===== src/rtl/uacc_vec.sv =====
// Multi-lane windowed unary temporal accumulator: each lane integrates a signed
// unary product stream over win_len enabled cycles, then merges with the column sum.
//
// state | meaning
// ------+------------------------------------------------------------
// IDLE  | waiting for start; sum_o holds the last merged result
// RUN   | integrating prod_bit into partials on each en=1 cycle
// MERGE | one cycle: sum_o <= op(partial + sum_i), done follows
module uacc_vec #(
  parameter int LANES = 4,
  parameter int WIDTH = 16,
  parameter int CNT_W = 8,
  parameter int SAT   = 1
) (
  input  logic                   clk,
  input  logic                   rst_n,
  input  logic                   clr,
  input  logic                   start,
  input  logic [CNT_W-1:0]       win_len,
  input  logic                   en,
  input  logic [LANES-1:0]       sign_i,
  input  logic [LANES-1:0]       sign_w,
  input  logic [LANES-1:0]       prod_bit,
  input  logic [LANES*WIDTH-1:0] sum_i,
  output logic [LANES*WIDTH-1:0] sum_o,
  output logic                   busy,
  output logic                   done,
  output logic [LANES-1:0]       sat_flag
);

  typedef enum logic [1:0] {S_IDLE, S_RUN, S_MERGE} state_t;

  state_t                 r_state;
  state_t                 w_state_nxt;
  logic [CNT_W-1:0]       r_cnt;
  logic [WIDTH-1:0]       r_part [LANES];
  logic [LANES*WIDTH-1:0] r_sum;
  logic                   r_done;
  logic [LANES-1:0]       r_sat;

  logic                   w_accept;
  logic                   w_step_en;
  logic                   w_merge_en;
  logic [WIDTH-1:0]       w_part_nxt [LANES];
  logic [LANES-1:0]       w_part_ovf;
  logic [LANES*WIDTH-1:0] w_merge_nxt;
  logic [LANES-1:0]       w_merge_ovf;

  function automatic logic ovf(input logic [WIDTH:0] s);
    return s[WIDTH] ^ s[WIDTH-1];
  endfunction

  // Overflow at WIDTH+1 bits: clamp toward the sign of the true result, or wrap.
  function automatic logic [WIDTH-1:0] fit(input logic [WIDTH:0] s);
    if (SAT != 0 && ovf(s))
      return s[WIDTH] ? {1'b1, {(WIDTH-1){1'b0}}} : {1'b0, {(WIDTH-1){1'b1}}};
    else
      return s[WIDTH-1:0];
  endfunction

  for (genvar k = 0; k < LANES; k++) begin : g_lane
    logic [WIDTH:0] w_step;
    logic [WIDTH:0] w_psum;
    logic [WIDTH:0] w_msum;
    logic [WIDTH-1:0] w_sum_in;

    assign w_sum_in = sum_i[k*WIDTH +: WIDTH];
    assign w_step   = !prod_bit[k]              ? {(WIDTH+1){1'b0}} :
                      (sign_i[k] ^ sign_w[k])   ? {(WIDTH+1){1'b1}} :
                                                  (WIDTH+1)'(1);
    assign w_psum   = {r_part[k][WIDTH-1], r_part[k]} + w_step;
    assign w_msum   = {r_part[k][WIDTH-1], r_part[k]} + {w_sum_in[WIDTH-1], w_sum_in};

    assign w_part_nxt[k]                 = fit(w_psum);
    assign w_part_ovf[k]                 = (SAT != 0) && ovf(w_psum);
    assign w_merge_nxt[k*WIDTH +: WIDTH] = fit(w_msum);
    assign w_merge_ovf[k]                = (SAT != 0) && ovf(w_msum);
  end

  assign w_accept   = (r_state == S_IDLE) && start && !clr;
  assign w_step_en  = (r_state == S_RUN) && en;
  assign w_merge_en = (r_state == S_MERGE);

  always_ff @(posedge clk or negedge rst_n) begin
    if (!rst_n) r_state <= S_IDLE;
    else        r_state <= w_state_nxt;
  end

  always_comb begin
    w_state_nxt = r_state;
    case (r_state)
      S_IDLE:  if (start) w_state_nxt = (win_len != '0) ? S_RUN : S_MERGE;
      S_RUN:   if (en && r_cnt == CNT_W'(1)) w_state_nxt = S_MERGE;
      S_MERGE: w_state_nxt = S_IDLE;
      default: w_state_nxt = S_IDLE;
    endcase
    if (clr) w_state_nxt = S_IDLE;
  end

  always_ff @(posedge clk or negedge rst_n) begin
    if (!rst_n) begin
      r_cnt  <= '0;
      r_sum  <= '0;
      r_done <= 1'b0;
      r_sat  <= '0;
      for (int k = 0; k < LANES; k++) r_part[k] <= '0;
    end else if (clr) begin
      r_cnt  <= '0;
      r_sum  <= '0;
      r_done <= 1'b0;
      r_sat  <= '0;
      for (int k = 0; k < LANES; k++) r_part[k] <= '0;
    end else begin
      r_done <= w_merge_en;
      if (w_accept) begin
        r_cnt <= win_len;
        r_sat <= '0;
        for (int k = 0; k < LANES; k++) r_part[k] <= '0;
      end else if (w_step_en) begin
        r_cnt <= r_cnt - CNT_W'(1);
        r_sat <= r_sat | w_part_ovf;
        for (int k = 0; k < LANES; k++) r_part[k] <= w_part_nxt[k];
      end else if (w_merge_en) begin
        r_sum <= w_merge_nxt;
        r_sat <= r_sat | w_merge_ovf;
      end
    end
  end

  assign sum_o    = r_sum;
  assign busy     = (r_state != S_IDLE);
  assign done     = r_done;
  assign sat_flag = r_sat;

endmodule

===== config.mk =====
export PLATFORM = sky130hd
export DESIGN_NAME = uacc_vec
export DESIGN_NICKNAME = d
export VERILOG_FILES = /design/src/rtl/uacc_vec.sv
export SDC_FILE = /design/constraint.sdc
export NUM_CORES = 1
export LEC_CHECK = 0
export ABC_AREA = 1
export ABC_CLOCK_PERIOD_IN_PS = 4700
export CELL_PAD_IN_SITES_DETAIL_PLACEMENT = 1
export CELL_PAD_IN_SITES_GLOBAL_PLACEMENT = 2
export CORE_MARGIN = 2
export CORE_UTILIZATION = 25
export CTS_CLUSTER_SIZE = 20
export DETAILED_ROUTE_END_ITERATION = 8
export GPL_TIMING_DRIVEN = 0
export PLACE_DENSITY_LB_ADDON = 0.1
export SYNTH_ARGS = -nofsm -noshare
export SYNTH_HDL_FRONTEND = slang
export SYNTH_SLANG_ARGS = --single-unit
export TNS_END_PERCENT = 1

===== constraint.sdc =====
create_clock -name clk -period 4.7 [get_ports clk]
set_clock_uncertainty 0.15 [all_clocks]
set_input_delay 0.94 -clock clk [delete_from_list [all_inputs] [get_ports clk]]
set_output_delay 0.94 -clock clk [all_outputs]
set_load 0.005 [all_outputs]

==> parameters.txt <==
Parameter                              Value

Synth
  Share of the synthesized area in compound gates (AO/OA/AOI/OAI) ... 15.2%
  Share of synthesized cell area in full adder, half adder and majority cells ... 14.3%
  Largest family of logic cells by synthesized area ... simple AND/OR/NAND/NOR gates
  Synthesized netlist net count ... 2,124
  Synth Area in Simple Gates ... 31.8%
  Flop and latch count out of synthesis ... 143
  Cell count after synthesis ... 1,891
  Mean post-synth cell area ... 6.89 um2
  Share of Yosys cell area claimed by the top area cell type ... 27.5%
  Number of unique standard cell types used by synthesis ... 48
  Post-Syn Area ... 13,000 um2
  Yosys synthesis warning count ... 0
  Multiplexer fraction of the synthesized cell area ... 0%
  Leading cell types by total area after synthesis ... sky130_fd_sc_hd__dfrtp_1 27%, sky130_fd_sc_hd__nand2_1 19%, sky130_fd_sc_hd__ha_1 13%
  Part of the Yosys area used for sequential elements ... 27.5%
  Xor/xnor cell area share of the yosys netlist ... 4.50%
  Area leader, netlist ... sky130_fd_sc_hd__dfrtp_1

STA
  Slew @ Worst Pin ... 1.22 ns
  FMAX ... 230 MHz
  Final Hold Viols ... 0
  Final critical-path share of the clock period ... 92.6%
  Max Slew Vio Count ... 0
  Final WS setup ... 0.348 ns
  Unrepaired setup endpoints after global routing ... no
  Time the final worst path needs with I/O delays and setup ... 4.35 ns
  Final setup violating endpoints ... 0
  Headroom to the max-slew limit ... 18.5%

Clock network
  Insertion delay to the later sink of the worst-skew pair ... 0.48 ns
  Clk pin slew, worst setup/hold paths ... 0.07 ns
  Buffers from clock root to sink, at most ... 2
  # H-tree levels ... 4
  Total clock sinks ... 143
  TritonCTS clock tree ... built
  Clk Tree Root Cell ... sky130_fd_sc_hd__clkbuf_16
  Number of buffers created by CTS ... 17

Floorplan
  Total number of placement rows ... 83
  Die Footprint ... 54,000 um2
  Die Span Y ... 232 um
  Initial core utilization ... 25.4%
  Core footprint ... 51,400 um2
  Die outline width ... 232 um
  Boundary Pins ... 159

Critical path
  Worst-path fanout max ... 10
  R2R Path End ... r_part[12]
  Critical Path RT ... 4.97 ns
  Worst reg-to-reg setup slack ... 1.06 ns
  Endpoint kind of the worst setup timing path ... flip-flop
  Reg-to-reg critical path startpoint ... r_part[0]
  CP Class ... input port to flip-flop
  Number of cell instances on the worst register-to-register path ... 18
  Arrival time at the worst endpoint ... 4.62 ns
  Critical Path Start Type ... input port

Finish
  Combined flip-flop and latch cell area ... 3580 um2
  Final standard cell utilization of the core ... 31.5%
  Number of filler instances in the final layout ... 6,410
  Number of nets at the end of the flow ... 2,311
  Share of post-route cells with drive strength above 1 ... 8.03%
  Multi-input gate area in the final layout ... 8620 um2
  Area growth from synthesis to layout ... 24.1%

Outcome
  Outcome ... finished, final reports clean

Route
  Drt initial violations ... 445
  Number of iterations in the first detailed-routing pass ... 4
  Residual DRC ... 0
  Total vias in the final route ... 12.9k
  Average wire per standard cell ... 16.9 um
  Vias/cell ... 4.64
  ANT nets after route ... 0
  Routed wire length ... 46,800 um

Global routing
  Vias in the first global route ... 13.4k
  Pin count of the biggest net entering global routing ... 94
  GR Overflow Total ... 0
  Antenna violations before repair ... 0
  Wire length of the first global-routing pass ... 74,700 um
  Overall Global Routing Usage ... 18.0%

Placed design
  Count of port buffers added during placement ... 157
  Final weighted congestion in routability-driven placement ... 0.816
  Post-detailed-placement half-perimeter wirelength ... 38,300 um
  Worst setup timing slack at the placement stage ... -1.63 ns

Pwr
  Largest voltage drop on the vdd net ... 0.335 mV
  Power density cells ... 374 nW/um2
  Part of the total power dissipated in the clock network ... 22.3%
  Proportion of total power due to net switching ... 45.0%
  Cell-internal power ... 3.33 mW
  Switching power summed over all nets ... 2.72 mW
  Relative contribution of combinational cells to total power ... 49.5%
  Leakage ... 8.61 nW
  Part of the power in registers ... 28.2%

Flow run
  Maxcap violations ... 0

Worst hold path
  Hold/Removal Path Class ... input port to asynchronous set/reset pin
power by group through the flow:
stage | registers [mW] | logic (mW) | clock network (mW)
5_1_grt | 1.74 | 3.40 | 1.46
3_3_place_gp | 1.73 | 2.98 | 0
6_report | 1.71 | 3.00 | 1.35
4_1_cts | 1.71 | 3.04 | 1.42
3_5_place_dp | 1.73 | 3.01 | 0
2_1_floorplan | 1.64 | 1.96 | 0
timing repair:
item                       in CTS  in global routing
setup endpoints to repair      48                 44
setup buffers                   0                 10
gates resized for setup         9                  6
pin swaps                       0                  2
hold buffers                    0                  0
layout by cell type, fill, tap and decap left out, types with 8 or more instances in the layout:
| cell | instances |
|---|---|
| sky130_fd_sc_hd__a21o_1 | 21 |
| sky130_fd_sc_hd__o21ai_1 | 17 |
| sky130_fd_sc_hd__nand4_1 | 9 |
| sky130_fd_sc_hd__nor2_1 | 122 |
| sky130_fd_sc_hd__o21ai_2 | 30 |
| sky130_fd_sc_hd__o21ai_0 | 86 |
| sky130_fd_sc_hd__fa_1 | 8 |
| sky130_fd_sc_hd__ha_1 | 134 |
| sky130_fd_sc_hd__buf_4 | 16 |
| sky130_fd_sc_hd__xor2_1 | 38 |
| sky130_fd_sc_hd__buf_6 | 9 |
| sky130_fd_sc_hd__xnor2_1 | 29 |
| sky130_fd_sc_hd__nand2_1 | 649 |
| sky130_fd_sc_hd__a21oi_2 | 12 |
| sky130_fd_sc_hd__o21bai_1 | 14 |
| sky130_fd_sc_hd__or2_2 | 10 |
| sky130_fd_sc_hd__nand2_2 | 21 |
| sky130_fd_sc_hd__buf_2 | 12 |
| sky130_fd_sc_hd__a21oi_1 | 131 |
| sky130_fd_sc_hd__clkbuf_1 | 9 |
| sky130_fd_sc_hd__nor3_1 | 13 |
| sky130_fd_sc_hd__nand3_1 | 144 |
| sky130_fd_sc_hd__clkbuf_16 | 17 |
| sky130_fd_sc_hd__dfrtp_1 | 143 |
| sky130_fd_sc_hd__inv_1 | 169 |
| sky130_fd_sc_hd__clkdlybuf4s50_1 | 156 |
worst max-delay path: stages:
cell and delay (ns):
sky130_fd_sc_hd__clkdlybuf4s50_1 0.56, sky130_fd_sc_hd__nand2_1 0.12, sky130_fd_sc_hd__nor2_4 0.24, sky130_fd_sc_hd__buf_4 0.16, sky130_fd_sc_hd__inv_1 0.04, sky130_fd_sc_hd__fa_1 0.38, sky130_fd_sc_hd__inv_1 0.14, sky130_fd_sc_hd__nand3_1 0.09
sky130_fd_sc_hd__nand2_1 0.12, sky130_fd_sc_hd__nand4_1 0.11, sky130_fd_sc_hd__nand2_1 0.18, sky130_fd_sc_hd__nand4_1 0.15, sky130_fd_sc_hd__nand3_1 0.11, sky130_fd_sc_hd__nand2_1 0.11, sky130_fd_sc_hd__ha_2 0.50, sky130_fd_sc_hd__clkinv_2 0.24
sky130_fd_sc_hd__o21bai_1 0.18, sky130_fd_sc_hd__inv_1 0.06, sky130_fd_sc_hd__nand2_1 0.07, sky130_fd_sc_hd__nand2_1 0.05, sky130_fd_sc_hd__nand2_1 0.07
routing by layer:
metal	routed length, um	vias up	global-route usage (%)
li1	-	6622	-
met1	23100	6079	23.8
met2	22200	130	30.7
met3	1160	21	2.75
met4	412	0	3.85
met5	0	-	0
registers in the layout, indices dropped and copies added, names as in the netlist:
signal	count
r_part	64
sum_o	64
r_cnt	8
sat_flag	4
r_state	2
done	1
layout make-up:
class	count	share of cell area, %
Sequential cell	143	22.1
Multi-Input combinational cell	1540	53.3
Timing Repair Buffer	170	10.5
Antenna cell	1	0.0155
Tap cell	680	5.26
Clock buffer	18	2.65
Clock inverter	14	0.750
Buffer	33	1.37
Inverter	173	4.03
cells by family (layout without fill, tap and decap cells):
| logic type | after synthesis | count (layout) |
|---|---|---|
| xor+xnor | 67 | 67 |
| fa+ha+maj | 144 | 144 |
| simple gates | 994 | 994 |
| compound gates | 335 | 335 |
| other cells | 0 | 1 |
| flops | 143 | 143 |
| buf+inv | 208 | 408 |
through the flow:
stage / power, mW / setup TNS, ns / cells / hold slack [ns] / instance area (um2)
5_1_grt: 6.60 / 0 / 2771 / 0.239 / 16200
2_1_floorplan: 3.60 / 0 / 1891 / 0.322 / 13000
3_3_place_gp: 4.71 / -660.36 / 2728 / 0.314 / 15500
3_5_place_dp: 4.75 / -59.98 / 2730 / 0.316 / 15500
4_1_cts: 6.16 / -0.0158 / 2760 / 0.212 / 16100
6_report: 6.05 / 0 / 2772 / 0.238 / 16200
cell usage after synthesis, drive strengths merged:
master	n
a21boi	2
nor3	15
nor2	126
o21bai	15
a21o	22
o31ai	5
fa	8
xnor2	29
nand3	151
a31oi	7
clkinv	2
nor4	3
o2111ai	1
clkbuf	11
nand2	671
inv	171
a21oi	144
o21ai	133
and3	2
nand4	9
ha	136
nand3b	3
o211ai	1
buf	24
xor2	38
dfrtp	143
a32o	2
or2	10
a22oi	1
o21a	2
and2	3
nor3b	1
worst max path at each step:
| stage | startpoint | to | slack [ns] | cells after the start |
|---|---|---|---|---|
| finish | prod_bit[2] | sat_flag[2] | 0.35 | 21 |
| global route | prod_bit[3] | r_part[12] | 0.05 | 21 |
| CTS | prod_bit[2] | sat_flag[2] | -0.02 | 19 |
| detailed placement | prod_bit[2] | sat_flag[2] | -1.63 | 20 |
| global placement | rst_n | sum_o[50] | -4.17 | 1 |
| floorplan | sign_i[1] | sat_flag[1] | 0.32 | 19 |
(Power assumes the default switching activity.)
